===== config.mk =====
export PLATFORM = sky130hd
export DESIGN_NAME = mem_access_stage
export DESIGN_NICKNAME = d
export VERILOG_FILES = /design/src/rtl/mem_access_stage.sv
export SDC_FILE = /design/constraint.sdc
export NUM_CORES = 1
export LEC_CHECK = 0
export CORE_AREA = 2 2 132 134
export CTS_BUF_LIST = sky130_fd_sc_hd__clkbuf_8 sky130_fd_sc_hd__clkbuf_16
export DETAILED_ROUTE_END_ITERATION = 7
export DIE_AREA = 0 0 134 136
export GPL_ROUTABILITY_DRIVEN = 0
export SYNTH_ARGS = -nofsm -noshare
export SYNTH_HDL_FRONTEND = slang
export SYNTH_SLANG_ARGS = --single-unit

===== constraint.sdc =====
create_clock -name clk -period 3.16 [get_ports clk]
set_input_delay 0.632 -clock clk [delete_from_list [all_inputs] [get_ports clk]]
set_output_delay 0.632 -clock clk [all_outputs]
set_load 0.05 [all_outputs]

===== src/rtl/mem_access_stage.sv =====
// Memory-stage access controller: one req/ack data-memory transaction per
// load/store, with store lane formatting, load alignment/extension and error reporting.
module mem_access_stage #(
  parameter int TIMEOUT_CYCLES = 16,
  parameter int CNT_W          = 5
) (
  input  logic        clk,
  input  logic        rst,
  input  logic        valid_M,
  input  logic        mem_rd_M,
  input  logic        mem_wr_M,
  input  logic [2:0]  funct3_M,
  input  logic [31:0] alu_result_M,
  input  logic [31:0] rs2_data_M,
  output logic        dmem_req,
  output logic        dmem_we,
  output logic [31:0] dmem_addr,
  output logic [3:0]  dmem_be,
  output logic [31:0] dmem_wdata,
  input  logic        dmem_ack,
  input  logic [31:0] dmem_rdata,
  output logic [31:0] mem_rdata_M,
  output logic        mem_stall,
  output logic [1:0]  mem_err_M
);

  typedef enum logic [1:0] {IDLE, REQ, DONE} state_t;

  state_t            state, state_nxt;
  logic              access, f3_ok, misal, legal, timeout_hit;
  logic [CNT_W-1:0]  cnt;
  logic [1:0]        off_q;
  logic [2:0]        f3_q;
  logic [3:0]        be_c;
  logic [31:0]       wdata_c, rd_shift, ld_fmt;
  logic [15:0]       half_sel;

  assign access      = valid_M & (mem_rd_M | mem_wr_M);
  assign timeout_hit = (cnt == CNT_W'(TIMEOUT_CYCLES - 1));

  always_comb begin
    f3_ok = 1'b0;
    if (mem_rd_M) begin
      case (funct3_M)
        3'b000, 3'b001, 3'b010, 3'b100, 3'b101: f3_ok = 1'b1;
        default:                                f3_ok = 1'b0;
      endcase
    end else if (mem_wr_M) begin
      case (funct3_M)
        3'b000, 3'b001, 3'b010: f3_ok = 1'b1;
        default:                f3_ok = 1'b0;
      endcase
    end
  end

  assign misal = ((funct3_M[1:0] == 2'b01) & alu_result_M[0]) |
                 ((funct3_M[1:0] == 2'b10) & (|alu_result_M[1:0]));
  assign legal = access & f3_ok & ~misal;

  // Store lane placement; loads always read the full word.
  always_comb begin
    be_c    = 4'b1111;
    wdata_c = 32'h0;
    if (mem_wr_M) begin
      case (funct3_M[1:0])
        2'b00: begin
          be_c    = 4'b0001 << alu_result_M[1:0];
          wdata_c = {4{rs2_data_M[7:0]}};
        end
        2'b01: begin
          be_c    = alu_result_M[1] ? 4'b1100 : 4'b0011;
          wdata_c = {2{rs2_data_M[15:0]}};
        end
        default: begin
          be_c    = 4'b1111;
          wdata_c = rs2_data_M;
        end
      endcase
    end
  end

  assign rd_shift = dmem_rdata >> {off_q, 3'b000};
  assign half_sel = off_q[1] ? dmem_rdata[31:16] : dmem_rdata[15:0];

  always_comb begin
    case (f3_q)
      3'b000:  ld_fmt = {{24{rd_shift[7]}}, rd_shift[7:0]};
      3'b001:  ld_fmt = {{16{half_sel[15]}}, half_sel};
      3'b100:  ld_fmt = {24'h0, rd_shift[7:0]};
      3'b101:  ld_fmt = {16'h0, half_sel};
      default: ld_fmt = dmem_rdata;
    endcase
  end

  always_ff @(posedge clk) begin
    if (rst) state <= IDLE;
    else     state <= state_nxt;
  end

  always_comb begin
    state_nxt = state;
    mem_stall = 1'b0;
    case (state)
      IDLE: begin
        mem_stall = legal;
        if (legal) state_nxt = REQ;
      end
      REQ: begin
        mem_stall = 1'b1;
        if (dmem_ack || timeout_hit) state_nxt = DONE;
      end
      DONE:    state_nxt = IDLE;
      default: state_nxt = IDLE;
    endcase
  end

  always_ff @(posedge clk) begin
    if (rst) begin
      dmem_req    <= 1'b0;
      dmem_we     <= 1'b0;
      dmem_addr   <= 32'h0;
      dmem_be     <= 4'h0;
      dmem_wdata  <= 32'h0;
      cnt         <= '0;
      off_q       <= 2'b00;
      f3_q        <= 3'b000;
      mem_rdata_M <= 32'h0;
      mem_err_M   <= 2'b00;
    end else begin
      case (state)
        IDLE: begin
          if (legal) begin
            dmem_req   <= 1'b1;
            dmem_we    <= mem_wr_M;
            dmem_addr  <= {alu_result_M[31:2], 2'b00};
            dmem_be    <= be_c;
            dmem_wdata <= wdata_c;
            cnt        <= '0;
            off_q      <= alu_result_M[1:0];
            f3_q       <= funct3_M;
          end else if (access) begin
            mem_rdata_M <= 32'h0;
            mem_err_M   <= f3_ok ? 2'b01 : 2'b10;
          end
        end
        REQ: begin
          if (dmem_ack) begin
            dmem_req    <= 1'b0;
            mem_rdata_M <= dmem_we ? 32'h0 : ld_fmt;
            mem_err_M   <= 2'b00;
          end else if (timeout_hit) begin
            dmem_req    <= 1'b0;
            mem_rdata_M <= 32'h0;
            mem_err_M   <= 2'b11;
          end else begin
            cnt <= cnt + 1'b1;
          end
        end
        default: ;
      endcase
    end
  end

endmodule


# ---- Word-level counts from Yosys, hierarchy flattened
# Index checks and enable logic that the tools add are counted.
dict set report word_totals {
  ramBits 0
  n_memories 0
  latchBits 0
  output_inout_bits 105
  elab_cells 89
  mem_bits_ro 0
  input_bits 105
  regBits 114
}
dict set report op_classes {
  n_lt_le_gt_ge 0
  n_reduce_logical 14
  n_eq_ne 18
  mux 35
  shifts 2
  n_bitwise 8
  mul 0
  div 0
  n_addsub 1
}
# cell count
set op_table {}
lappend op_table {{$mux 32} 6}
lappend op_table {{$pmux 32 s2} 2}
lappend op_table {{$pmux 32 s4} 1}
lappend op_table {{$shr 32x5->8} 1}
lappend op_table {{$mux 16} 1}
lappend op_table {{$mux 5} 3}
lappend op_table {{$mux 2} 7}
lappend op_table {{$eq 3x3->1 const B} 4}
lappend op_table {{$ne 2x2->1 const B} 6}
lappend op_table {{$pmux 5 s2} 1}
lappend op_table {{$mux 4} 2}
lappend op_table {{$pmux 2 s2} 2}
lappend op_table {{$pmux 4 s2} 1}
lappend op_table {{$reduce_and 4->1} 2}
lappend op_table {{$mux 1} 7}
lappend op_table {{$eq 3x1->1 const B} 2}
lappend op_table {{$logic_not 3->1} 2}
lappend op_table {{$add 5x1->5 const B} 1}
lappend op_table {{$and 1x1->1} 5}
lappend op_table {{$eq 5x4->1 const B} 1}
lappend op_table {{$reduce_or 5->1} 1}
lappend op_table {{$eq 2x1->1 const B} 2}
lappend op_table {{$logic_not 2->1} 2}
lappend op_table {{$pmux 1 s2} 2}
lappend op_table {{12 further kinds} 14}

# ---- Depth between registers and ports, before layout
# Gate-level depths: netlist of run 1.
dict set report logic_depth {
  depth_word 9
  mapped_depth 9
  ltp_nobuf 8
}

# ---- Worst setup path before layout of run 1
# OpenSTA, ideal clock, no wires.
dict set report synth_path {
  kind {input -> output}
  start {input funct3_M[0]}
  end {output mem_stall}
  path_buffers 1
  cell_stages 5
  arrival_time_ns 2.021
  t_required_ns 2.528
  path_slack_ns 0.507
  path_cell_list {buf_2 -> a221o_1 -> nor2_1 -> a21oi_1 -> nor2_1}
}
dict set report synth_between {
  elab_chain_cells 8
  word_cells_on_any_way 20
}
# element line
set synth_lines {}
lappend synth_lines {{start: declaration} 12} ;# input logic [2:0] funct3_M,
lappend synth_lines {{$eq 3x1->1 (tied with other cells)} {44, 49}}
lappend synth_lines {{$reduce_or 3->1} 49} ;# case (funct3_M)
lappend synth_lines {{$mux 1} 49}
lappend synth_lines {{$mux 1} 48} ;# end else if (mem_wr_M) begin
lappend synth_lines {{$mux 1} 43} ;# if (mem_rd_M) begin
lappend synth_lines {{$and 1x1->1} 58} ;# assign legal = access & f3_ok & ~misal;
lappend synth_lines {{$and 1x1->1 *} 58}
lappend synth_lines {{$pmux 1 s2 *} 103} ;# case (state)
lappend synth_lines {{end: declaration} 23} ;# output logic mem_stall,
# Every way passes the cells marked *; elsewhere a longest branch is shown, timed or not.

# ---- Worst setup path in the final report of run 1
dict set report layout_path {
  start {input funct3_M[1]}
  end {output mem_stall}
}
# Same word-level chain as after synthesis.

==> results of run 1 <==
-- power by group through the flow --
stage	combinational [mW]	clock, mW	sequential, mW
4_1_cts	0.675	1.98	1.51
5_1_grt	0.718	2.04	1.52
3_5_place_dp	0.671	0	1.54
6_report	0.670	1.94	1.51
2_1_floorplan	0.228	0	1.68
3_3_place_gp	0.672	0	1.54
-- state kept, by name (all words and copies together) (netlist names) --
signal and cells:
cnt 5, dmem_addr 30, dmem_be 4, dmem_req 1, dmem_wdata 32, dmem_we 1, f3_q 3, mem_err_M 2
mem_rdata_M 32, off_q 2, state 2
-- layout by cell type (no fill, tap or decap), drive strengths merged, types with 3 or more instances in the layout --
cell type,synthesis,final
clkdlybuf4s50,0,205
nor2b,5,5
inv,11,19
clkinv,0,3
nand2b,20,20
o21ai,15,15
a22o,17,17
a311oi,3,3
nand2,137,137
o221ai,7,7
mux2i,17,17
a221oi,9,9
a21oi,68,68
nor3,17,17
a31oi,9,9
nor2,31,31
dfxtp,114,114
mux2,8,8
buf,16,20
clkbuf,33,17
nand3b,3,3
a21o,7,7
o2bb2ai,16,16
nand3,18,18
-- tightest hold or removal path, delay by kind of cell, from the launching register on --
family / cells / cell delay, ns
AND/OR/NAND/NOR: 2 / 0.09
flip-flops: 1 / 0.30
-- cell usage after synthesis, types with 11 or more instances --
cell and count:
sky130_fd_sc_hd__a22o_1 17, sky130_fd_sc_hd__buf_2 11, sky130_fd_sc_hd__o2bb2ai_1 16, sky130_fd_sc_hd__o21ai_0 14, sky130_fd_sc_hd__nand3_1 18, sky130_fd_sc_hd__clkbuf_1 33, sky130_fd_sc_hd__nand2b_1 20, sky130_fd_sc_hd__dfxtp_1 114
sky130_fd_sc_hd__nor2_1 31, sky130_fd_sc_hd__mux2i_1 17, sky130_fd_sc_hd__a21oi_1 68, sky130_fd_sc_hd__nor3_1 16, sky130_fd_sc_hd__nand2_1 137, sky130_fd_sc_hd__inv_1 11
-- metal layers --
layer  share of wire, %  global-route usage, %
met5                  0                      0
met4               0.54                  4.728
met3                8.5                  7.010
met1                 47                  23.26
met2                 44                  26.47
-- cell families (layout without fill, tap and decap cells) --
group,count (synthesis),in the layout
adders and majority gates,2,2
AOI/OAI and AO/OA,159,159
muxes,26,26
and+or+nand+nor,239,239
DFF,114,114
xor gates and xnor gates,3,3
other,1,3
buffers and inverters,60,268
-- stage by stage --
| stage | area [µm²] | total power, mW | util, % | std cells |
|---|---|---|---|---|
| 2_1_floorplan | 4979 | 1.907 | - | 605 |
| 3_3_place_gp | 7301 | 2.215 | 43.26 | 1006 |
| 3_5_place_dp | 7301 | 2.215 | 43.26 | 1006 |
| 4_1_cts | 7896 | 4.169 | 46.79 | 1038 |
| 5_1_grt | 7896 | 4.280 | 46.79 | 1038 |
| 6_report | 7899 | 4.119 | 46.80 | 1039 |
-- path summary, 6_finish.rpt --
check        slack (ns)           start              end
max                0.26     funct3_M[1]        mem_stall
min                0.43  mem_rdata_M[1]   mem_rdata_M[1]
max reg2reg        1.11          cnt[0]  mem_rdata_M[29]
min reg2reg        0.43  mem_rdata_M[1]   mem_rdata_M[1]
-- area by class of cell --
cell class | instances | area, µm² | area share [%]
Sequential cell | 114 | 2282 | 28.89
Clock inverter | 15 | 170.2 | 2.154
Timing Repair Buffer | 225 | 2237 | 28.32
Clock buffer | 17 | 425.4 | 5.386
Inverter | 11 | 41.29 | 0.5227
Tap cell | 225 | 281.5 | 3.564
Antenna cell | 1 | 2.502 | 0.03168
Multi-Input combinational cell | 431 | 2459 | 31.13
==> Flow_metrics.wiki, run 1 <==
{| class="wikitable"
! Metric !! Value
|-
| Via count of the first global-routing pass || 4854
|-
| Min Clock Period, post-route || 2.903 ns
|-
| H-tree lvl count || 4
|-
| Setup total negative slack || 0 ns
|-
| Internal cell power || 2.951 mW
|-
| Worst slack at placement || 0.2059 ns
|-
| Setup repair after global routing missed its margin || false
|-
| Share of post-route cells with drive strength above 1 || 8.118%
|-
| CP Buf/Inv Count || 2
|-
| Net switching power || 1.168 mW
|-
| Worst Reg-to-Reg Cells || 8
|-
| Achievable clock frequency || 0.3445 GHz
|-
| Most common cell on crit path || sky130_fd_sc_hd__nor2_1
|-
| Power per Cell Area || 521.5 mW/mm²
|-
| Peak VDD IR || 0.3796 mV
|-
| Number of max-slew violations in the final report || 0
|-
| Post-synthesis share of cell area spent on full adders, half adders and majority gates || 0.5030%
|-
| Largest family of logic cells by synthesized area || compound AO/OA/AOI/OAI gates
|-
| Max cap viols || 0
|-
| Number of remaining DRC errors || 0
|-
| Number of cells on the critical path || 7
|-
| Worst path required time || 2.53 ns
|-
| Height of the chip || 136 µm
|-
| Detailed Route Iter0 Violations || 262
|-
| Overall die width || 134 µm
|-
| Min setup slack post-route || 0.2569 ns
|-
| Sequential Power Share || 36.7%
|-
| Number of antenna violations at the first check in global routing || 0
|-
| Cell taking the most area after synthesis || sky130_fd_sc_hd__dfxtp_1
|-
| Remaining Overflow, GRT || 0
|-
| Slowest CP cell || sky130_fd_sc_hd__clkdlybuf4s50_1
|-
| Worst-margin pin slew || 0.9558 ns
|-
| Cells resized by post-CTS repair || 0
|-
| Part of the Yosys area used for sequential elements || 45.88%
|-
| Total of fill cells in the finished design || 1679
|-
| Xor/xnor share of the synthesized area || 0.5282%
|-
| Number of primary I/O pins || 210
|-
| Relative slew margins || 36.04%
|-
| Ranking of synthesized cells by area || sky130_fd_sc_hd__dfxtp_1 (46%), sky130_fd_sc_hd__nand2_1 (10%), sky130_fd_sc_hd__a21oi_1 (6.8%)
|-
| Number of buffers created by CTS || 17
|-
| Dominant synthesized flop cell || sky130_fd_sc_hd__dfxtp_1
|-
| # port buffers || 207
|-
| Root Buffer Master || sky130_fd_sc_hd__clkbuf_16
|-
| Synth Warn # || 0
|-
| Hold bufs inserted after CTS || 0
|-
| Endpoints failing hold || 0
|-
| Share of the clock period used by the worst path || 91.87%
|-
| Synthesized flop and latch total || 114
|-
| TritonCTS clock tree || done
|-
| Post-detailed-route wirelength per cell || 15.40 µm
|-
| Maximum number of pins on one net before global-route repair || 39
|-
| Cell Area, Synth || 0.004975 mm²
|-
| Clock sink total || 114
|-
| Mean instance size in the synthesized netlist || 8.236 µm²
|-
| Wire length of the first global-routing pass || 25.32 mm
|-
| Longest Clk Path Bufs || 2
|-
| Worst hold path class || reg -> reg
|-
| Total global routing track utilization || 17.55%
|-
| Nature of the critical path endpoint || output port
|-
| Count of mapped cells out of synthesis || 604
|-
| Multiplexer area fraction after synthesis || 5.684%
|-
| TritonRoute pass-1 iters || 5
|-
| Hold slack final || 0.4349 ns
|-
| WS Path Type || in -> out
|-
| Wirelength, routed || 16.00 mm
|-
| Crit start category || primary input
|-
| Portion of synthesized cell area occupied by the leading cell type || 45.88%
|-
| Area added between synthesis and finish || 58.78%
|-
| Detailed-placement wirelength estimate || 11.48 mm
|-
| Crit path max-delay family || buffers and inverters
|-
| Number of flops mapped to enable cells by yosys || 0
|-
| Max incr delay on CP || 0.48 ns
|-
| Finish-stage setup viols || 0
|-
| Count of distinct cell types in the synthesized netlist || 45
|-
| Starting Density || 29.48%
|-
| Sw Share || 28.36%
|-
| Cell breakdown of the critical path || clkdlybuf4s50_1 -> nand2b_1 -> a221o_1 -> nor2_1 -> a21oi_1 -> nor2_1 -> buf_12
|-
| Complex-gate fraction of the synthesized area || 21.20%
|-
| Critical path fanouts, max || 6
|-
| Clock-pin slew reported for the worst setup and hold paths after clock tree synthesis || 0.06 ns
|-
| Number of nets in the layout || 907
|-
| Buffer count from post-CTS setup fixing || 0
|-
| Routed via count divided by cell count || 4.774
|-
| Vias post-DR || 4960
|-
| Hold-critical path depth || 2
|-
| Std-Cell Core Area || 0.01688 mm²
|-
| Result of the run || finished, final reports clean
|-
| Antenna violation net count after detailed routing || 0
|-
| Critical path arrival || 2.27 ns
|-
| Combinational power share || 16.3%
|-
| Power share of the clock group || 47.0%
|-
| Area share of and/or/nand/nor cells after synthesis || 21.10%
|-
| Clock insertion delay at the later pin of the skew report || 0.41 ns
|-
| Cell row count || 48
|-
| DIE AREA || 0.01822 mm²
|-
| Asr flop ratio synth || 0%
|-
| Static power due to leakage || 2.886 nW
|-
| Layout Skew || 0.01315 ns
|}
No activity file was read; power rests on OpenSTA's default activity.
==> run 2, diff against run 1 <==
==> constraint.sdc (replaced) <==
create_clock -name clk -period 3.1 [get_ports clk]
set_input_delay 0.465 -clock clk [delete_from_list [all_inputs] [get_ports clk]]
set_output_delay 0.465 -clock clk [all_outputs]
set_load 0.05 [all_outputs]
==> Flow_metrics.wiki, run 2 (synthesis results as in run 1) <==
{| class="wikitable"
! Metric !! Value
|-
| Worst hold path class || in -> reg
|-
| Detailed Route Iter0 Violations || 301 (+15%)
|-
| Antenna diode count || 0 (-1)
|-
| Max cap viols || 0 (unchanged)
|-
| Worst path required time || 2.63 ns (+0.10 ns)
|-
| Power per Cell Area || 555.0 mW/mm² (+6.4%)
|-
| Wirelength, routed || 16.05 mm (+0.31%)
|-
| Remaining Overflow, GRT || 0 (unchanged)
|-
| Vias post-DR || 5022 (+1.3%)
|-
| Routed via count divided by cell count || 4.847 (+1.5%)
|-
| # port buffers || 207 (unchanged)
|-
| Antenna violation net count after detailed routing || 0 (unchanged)
|-
| Share of the clock period used by the worst path || 82.63%
|-
| WS Path Type || in -> out
|-
| Total of fill cells in the finished design || 1643 (-2.1%)
|-
| Launch instance of the worst min-delay path || rst
|-
| Worst-margin pin slew || 1.104 ns (+0.1481 ns)
|-
| Number of max-slew violations in the final report || 0 (unchanged)
|-
| Layout Skew || 0.006363 ns (-0.006784 ns)
|-
| DIE AREA || 0.01822 mm² (unchanged)
|-
| TritonCTS clock tree || done
|-
| Sequential standard cell area || 0.002282 mm² (unchanged)
|-
| Largest registers || dmem_wdata (32), mem_rdata_M (32), dmem_addr (30)
|-
| Footprint of the multi-input gates || 0.002459 mm² (unchanged)
|-
| Buffer count from post-CTS setup fixing || 0 (unchanged)
|-
| Longest Clk Path Bufs || 2 (unchanged)
|-
| Overall die width || 134 µm (unchanged)
|-
| Wire length of the first global-routing pass || 24.79 mm (-2.1%)
|-
| Clock sink total || 114 (unchanged)
|-
| Clock insertion delay at the later pin of the skew report || 0.41 ns (about the same)
|-
| Root Buffer Master || sky130_fd_sc_hd__clkbuf_16
|-
| Number of nets in the layout || 905 (-0.22%)
|-
| Finish-stage setup viols || 0 (unchanged)
|-
| Hold-critical path depth || 2 (unchanged)
|-
| Min setup slack post-route || 0.5384 ns (+0.2814 ns)
|-
| Peak VDD IR || 0.4125 mV (+8.7%)
|-
| Setup total negative slack || 0 ns (unchanged)
|-
| Static power due to leakage || 2.893 nW (+0.24%)
|-
| Cells resized by post-CTS repair || 0 (unchanged)
|-
| Endpoints failing hold || 0 (unchanged)
|-
| Leading cell type in the layout, fill and taps excluded || sky130_fd_sc_hd__clkdlybuf4s50_1
|-
| Number of primary I/O pins || 210 (unchanged)
|-
| Critical path fanouts, max || 6 (unchanged)
|-
| Worst Reg-to-Reg Cells || 5 (-3)
|-
| Number of buffers created by CTS || 17 (unchanged)
|-
| Nature of the critical path endpoint || output port
|-
| Via count of the first global-routing pass || 4552 (-6.2%)
|-
| Critical path arrival || 2.10 ns (-0.17 ns)
|-
| Hold bufs inserted after CTS || 0 (unchanged)
|-
| H-tree lvl count || 4 (unchanged)
|-
| Post-detailed-route wirelength per cell || 15.49 µm (+0.60%)
|-
| Cell row count || 48 (unchanged)
|-
| Launching point of the worst reg2reg path || f3_q[0]
|-
| Clock-pin slew reported for the worst setup and hold paths after clock tree synthesis || 0.06 ns (about the same)
|-
| Share of post-route cells with drive strength above 1 || 7.645% (-0.47 points)
|-
| Starting Density || 29.48% (unchanged)
|-
| Terminating pin of the worst hold path || state[1]
|-
| Area added between synthesis and finish || 59.03%
|-
| Min Clock Period, post-route || 2.562 ns
|-
| Final core utilization || 46.88% (+0.074 points)
|-
| Worst reg2reg endpoint || mem_rdata_M[29]
|-
| Std-Cell Core Area || 0.01688 mm² (unchanged)
|-
| Hold slack final || 0.4267 ns (-0.008247 ns)
|-
| Detailed-placement wirelength estimate || 11.37 mm (-0.95%)
|-
| Setup repair after global routing missed its margin || false
|-
| Number of antenna violations at the first check in global routing || 0 (unchanged)
|-
| Worst slack at placement || 0.3281 ns (+0.1222 ns)
|-
| Total global routing track utilization || 17.36% (-0.18 points)
|-
| Relative slew margins || 26.13% (-9.9 points)
|-
| Result of the run || finished, final reports clean
|-
| Height of the chip || 136 µm (unchanged)
|-
| Setup slack, reg-to-reg || 0.68 ns (-0.43 ns)
|-
| Crit start category || primary input
|-
| TritonRoute pass-1 iters || 5 (unchanged)
|-
| Most frequent cells in the layout || sky130_fd_sc_hd__clkdlybuf4s50_1 (205), sky130_fd_sc_hd__nand2_1 (137), sky130_fd_sc_hd__dfxtp_1 (114)
|-
| Maximum number of pins on one net before global-route repair || 58 (+49%)
|-
| Number of remaining DRC errors || 0 (unchanged)
|-
| Achievable clock frequency || 0.3904 GHz
|}
==> run 2: cell types whose count changed in the layout (fill, tap and decap cells not counted), sizes merged <==
cell      change
inv           -4
bufinv        +3
buf           -2
clkbuf        +1
clkinv        -1
clkinvlp      +1
diode         -1
==> run 2: power breakdown <==
group          internal [mW]  total, mW  switching [mW]
Clock                   1.45       2.17           0.730
Combinational          0.284      0.675           0.392
Sequential              1.51       1.54          0.0283
==> run 2: cell type report <==
class	instances	share of cell area, %
timing repair buffer	223	27.77
clock buffer	18	5.551
tap	225	3.558
clock inverter	14	2.673
sequential	114	28.85
multi-input combinational	431	31.08
inverter	11	0.5219
==> run 2: worst max-delay path, stage by stage <==
cell                              delay, ns
sky130_fd_sc_hd__clkdlybuf4s50_1       0.48
sky130_fd_sc_hd__nand2b_1              0.17
sky130_fd_sc_hd__a221o_1               0.41
sky130_fd_sc_hd__nor2_1                0.15
sky130_fd_sc_hd__a21oi_1               0.07
sky130_fd_sc_hd__nor2_1                0.17
sky130_fd_sc_hd__buf_12                0.17
==> run 2: metal layers <==
metal / vias up / GRT usage, % / wire length [µm]
met4: 0 / 6.028 / 277
met2: 201 / 25.47 / 6930
met5: - / 0 / 0
met3: 23 / 6.786 / 1425
li1: 2489 / - / -
met1: 2309 / 23.16 / 7418
==> run 2: through the flow <==
stage	power [mW]	cells	instance area, µm²
2_1_floorplan	1.944	605	4979
3_3_place_gp	2.250	1004	7261
3_5_place_dp	2.248	1004	7261
4_1_cts	4.445	1036	7911
5_1_grt	4.547	1036	7911
6_report	4.391	1036	7911
==> run 2: worst max-delay path by stage <==
stage              startpoint         endpoint  slack (ns)  cells past startpoint
2_1_floorplan     funct3_M[0]        mem_stall        0.78                      5
3_3_place_gp      funct3_M[1]           cnt[4]        0.37                      7
3_5_place_dp   dmem_rdata[31]  mem_rdata_M[31]        0.33                      6
4_1_cts           funct3_M[1]        mem_stall        0.52                      7
5_1_grt           funct3_M[1]        mem_stall        0.37                      7
6_report          funct3_M[1]        mem_stall        0.54                      7
==> run 3, diff against run 2 <==
- clock period: 3.1 -> 2.1 ns (I/O delays scaled with it)
==> Flow_metrics.wiki, run 3 (synthesis results as in run 1) <==
{| class="wikitable"
! Metric !! Value
|-
| Height of the chip || 136 µm (unchanged)
|-
| Starting Density || 29.48% (unchanged)
|-
| Total of fill cells in the finished design || 1647 (+0.24%)
|-
| Largest registers || dmem_wdata (32), mem_rdata_M (32), dmem_addr (30)
|-
| Root Buffer Master || sky130_fd_sc_hd__clkbuf_16
|-
| DIE AREA || 0.01822 mm² (unchanged)
|-
| Peak VDD IR || 0.5320 mV (+29%)
|-
| Clock insertion delay at the later pin of the skew report || 0.41 ns (about the same)
|-
| Max cap viols || 0 (unchanged)
|-
| Min setup slack post-route || 0.06418 ns (-0.4742 ns)
|-
| Combinational power share || 16.5% (+1.1 points)
|-
| Wire length of the first global-routing pass || 25.76 mm (+3.9%)
|-
| Number of antenna violations at the first check in global routing || 0 (unchanged)
|-
| Critical path arrival || 1.72 ns (-0.38 ns)
|-
| Min Clock Period, post-route || 2.036 ns
|-
| Result of the run || finished, final reports clean
|-
| Wirelength, routed || 16.17 mm (+0.72%)
|-
| Clock-pin slew reported for the worst setup and hold paths after clock tree synthesis || 0.05 ns (about the same)
|-
| Slowest CP cell || sky130_fd_sc_hd__clkdlybuf4s50_1
|-
| # port buffers || 207 (unchanged)
|-
| Maximum number of pins on one net before global-route repair || 33 (-43%)
|-
| Cell total after placement || 1031 (+2.7%)
|-
| Detailed-placement wirelength estimate || 11.77 mm (+3.5%)
|-
| Share of post-route cells with drive strength above 1 || 11.10% (+3.5 points)
|-
| Clock sink total || 114 (unchanged)
|-
| Number of max-slew violations in the final report || 0 (unchanged)
|-
| H-tree lvl count || 4 (unchanged)
|-
| TritonRoute pass-1 iters || 4 (-1)
|-
| Most frequent cells in the layout || sky130_fd_sc_hd__clkdlybuf4s50_1 (203), sky130_fd_sc_hd__nand2_1 (137), sky130_fd_sc_hd__dfxtp_1 (114)
|-
| Internal cell power || 4.818 mW (+49%)
|-
| Achievable clock frequency || 0.4912 GHz
|-
| Post-detailed-route wirelength per cell || 15.21 µm (-1.8%)
|-
| Std-Cell Core Area || 0.01688 mm² (unchanged)
|-
| Power share of the clock group || 48.2% (-1.3 points)
|-
| Longest Clk Path Bufs || 2 (unchanged)
|-
| Antenna diode count || 0 (unchanged)
|-
| Remaining Overflow, GRT || 0 (unchanged)
|-
| Detailed Route Iter0 Violations || 283 (-6.0%)
|-
| Net switching power || 1.640 mW (+43%)
|-
| Routed via count divided by cell count || 4.757 (-1.9%)
|-
| Non-Filler Instances || 1063 (+2.6%)
|-
| Finish-stage setup viols || 0 (unchanged)
|-
| Sequential Power Share || 35.3% (+0.2 points)
|-
| Static power due to leakage || 3.063 nW (+5.9%)
|-
| Worst-margin pin slew || 0.8943 ns (-0.2097 ns)
|-
| Sw Share || 25.40% (-0.79 points)
|-
| Share of the clock period used by the worst path || 96.94%
|-
| Worst hold path class || in -> reg
|-
| Setup repair after global routing missed its margin || true
|-
| Via count of the first global-routing pass || 4843 (+6.4%)
|-
| Hold bufs inserted after CTS || 0 (unchanged)
|-
| Power per Cell Area || 787.9 mW/mm² (+42%)
|-
| Leading cell type in the layout, fill and taps excluded || sky130_fd_sc_hd__clkdlybuf4s50_1
|-
| Cell breakdown of the critical path || clkdlybuf4s50_1 -> nor2_1 -> a221o_1 -> nor2_2 -> a21oi_2 -> nor2_2 -> buf_12
|-
| Overall die width || 134 µm (unchanged)
|-
| Vias post-DR || 5057 (+0.70%)
|-
| Cell row count || 48 (unchanged)
|-
| Antenna violation net count after detailed routing || 0 (unchanged)
|-
| Total global routing track utilization || 17.93% (+0.57 points)
|-
| WS Path Type || in -> out
|-
| Number of remaining DRC errors || 0 (unchanged)
|-
| Relative slew margins || 40.16% (+14 points)
|-
| Max incr delay on CP || 0.49 ns (about the same)
|-
| TritonCTS clock tree || done
|-
| Number of buffers created by CTS || 17 (unchanged)
|-
| Number of primary I/O pins || 210 (unchanged)
|-
| Nature of the critical path endpoint || output port
|-
| Area added between synthesis and finish || 64.76%
|-
| Most common cell on crit path || sky130_fd_sc_hd__nor2_2
|-
| Crit start category || primary input
|-
| Number of nets in the layout || 934 (+3.2%)
|-
| Critical path fanouts, max || 4 (-2)
|-
| Worst slack at placement || -0.2907 ns (-0.6188 ns)
|-
| Endpoints failing hold || 0 (unchanged)
|-
| Worst path required time || 1.78 ns (-0.85 ns)
|-
| Layout Skew || 0.008745 ns (+0.002382 ns)
|}
run 3: per-layer routing:
layer | wire length, µm | vias to the layer above | track usage [%]
met5 | 0 | - | 0
met4 | 198 | 0 | 5.496
met3 | 1330 | 15 | 6.078
met2 | 7172 | 194 | 27.61
met1 | 7466 | 2293 | 23.73
li1 | - | 2555 | -
run 3: stage by stage:
step	utilization, %	cell area [µm²]	hold slack [ns]	setup TNS (ns)	power [mW]
global route	48.57	8197	0.2665	-0.02264	6.708
floorplan	-	4979	0.4510	0	2.870
finish	48.57	8197	0.2580	0	6.458
CTS	48.42	8172	0.2421	0	6.527
global placement	44.67	7538	0.4261	-21.06	3.384
detailed placement	44.67	7538	0.4305	-25.20	3.385
run 3: what timing repair did:
action	in CTS	in global routing
gates resized for setup	4	3
buffers inserted	1	2
setup endpoints to repair	1	19
hold endpoints to repair	0	0
pin swaps	2	1
run 3: worst paths after layout:
path	cells past startpoint	endpoint	from	slack, ns
worst max-delay path	7	mem_stall	mem_wr_M	0.06
worst min-delay path	2	state[1]	rst	0.26
worst max register to register	8	mem_rdata_M[31]	cnt[0]	0.24
worst min register to register	2	mem_rdata_M[4]	mem_rdata_M[4]	0.43
run 3: power groups by stage:
stage          Clock (mW)  Sequential [mW]  Combinational [mW]
6_report             3.11             2.28                1.07
5_1_grt              3.28             2.29                1.14
4_1_cts              3.18             2.28                1.07
3_5_place_dp            0             2.32                1.06
3_3_place_gp            0             2.32                1.06
2_1_floorplan           0             2.53               0.343
run 3: final cells by class:
cell class | instances | area (µm²) | area share (%)
clock buffer | 18 | 439.2 | 5.358
tap | 225 | 281.5 | 3.435
timing repair buffer | 252 | 2487 | 30.35
sequential | 114 | 2282 | 27.84
inverter | 11 | 41.29 | 0.5037
clock inverter | 12 | 191.4 | 2.336
multi-input combinational | 431 | 2474 | 30.18
run 3: worst max-delay path: cells and delay by family:
family	cells	cell delay (ns)
and+or+nand+nor	3	0.37
AOI/OAI and AO/OA	2	0.38
buffers and inverters	2	0.65
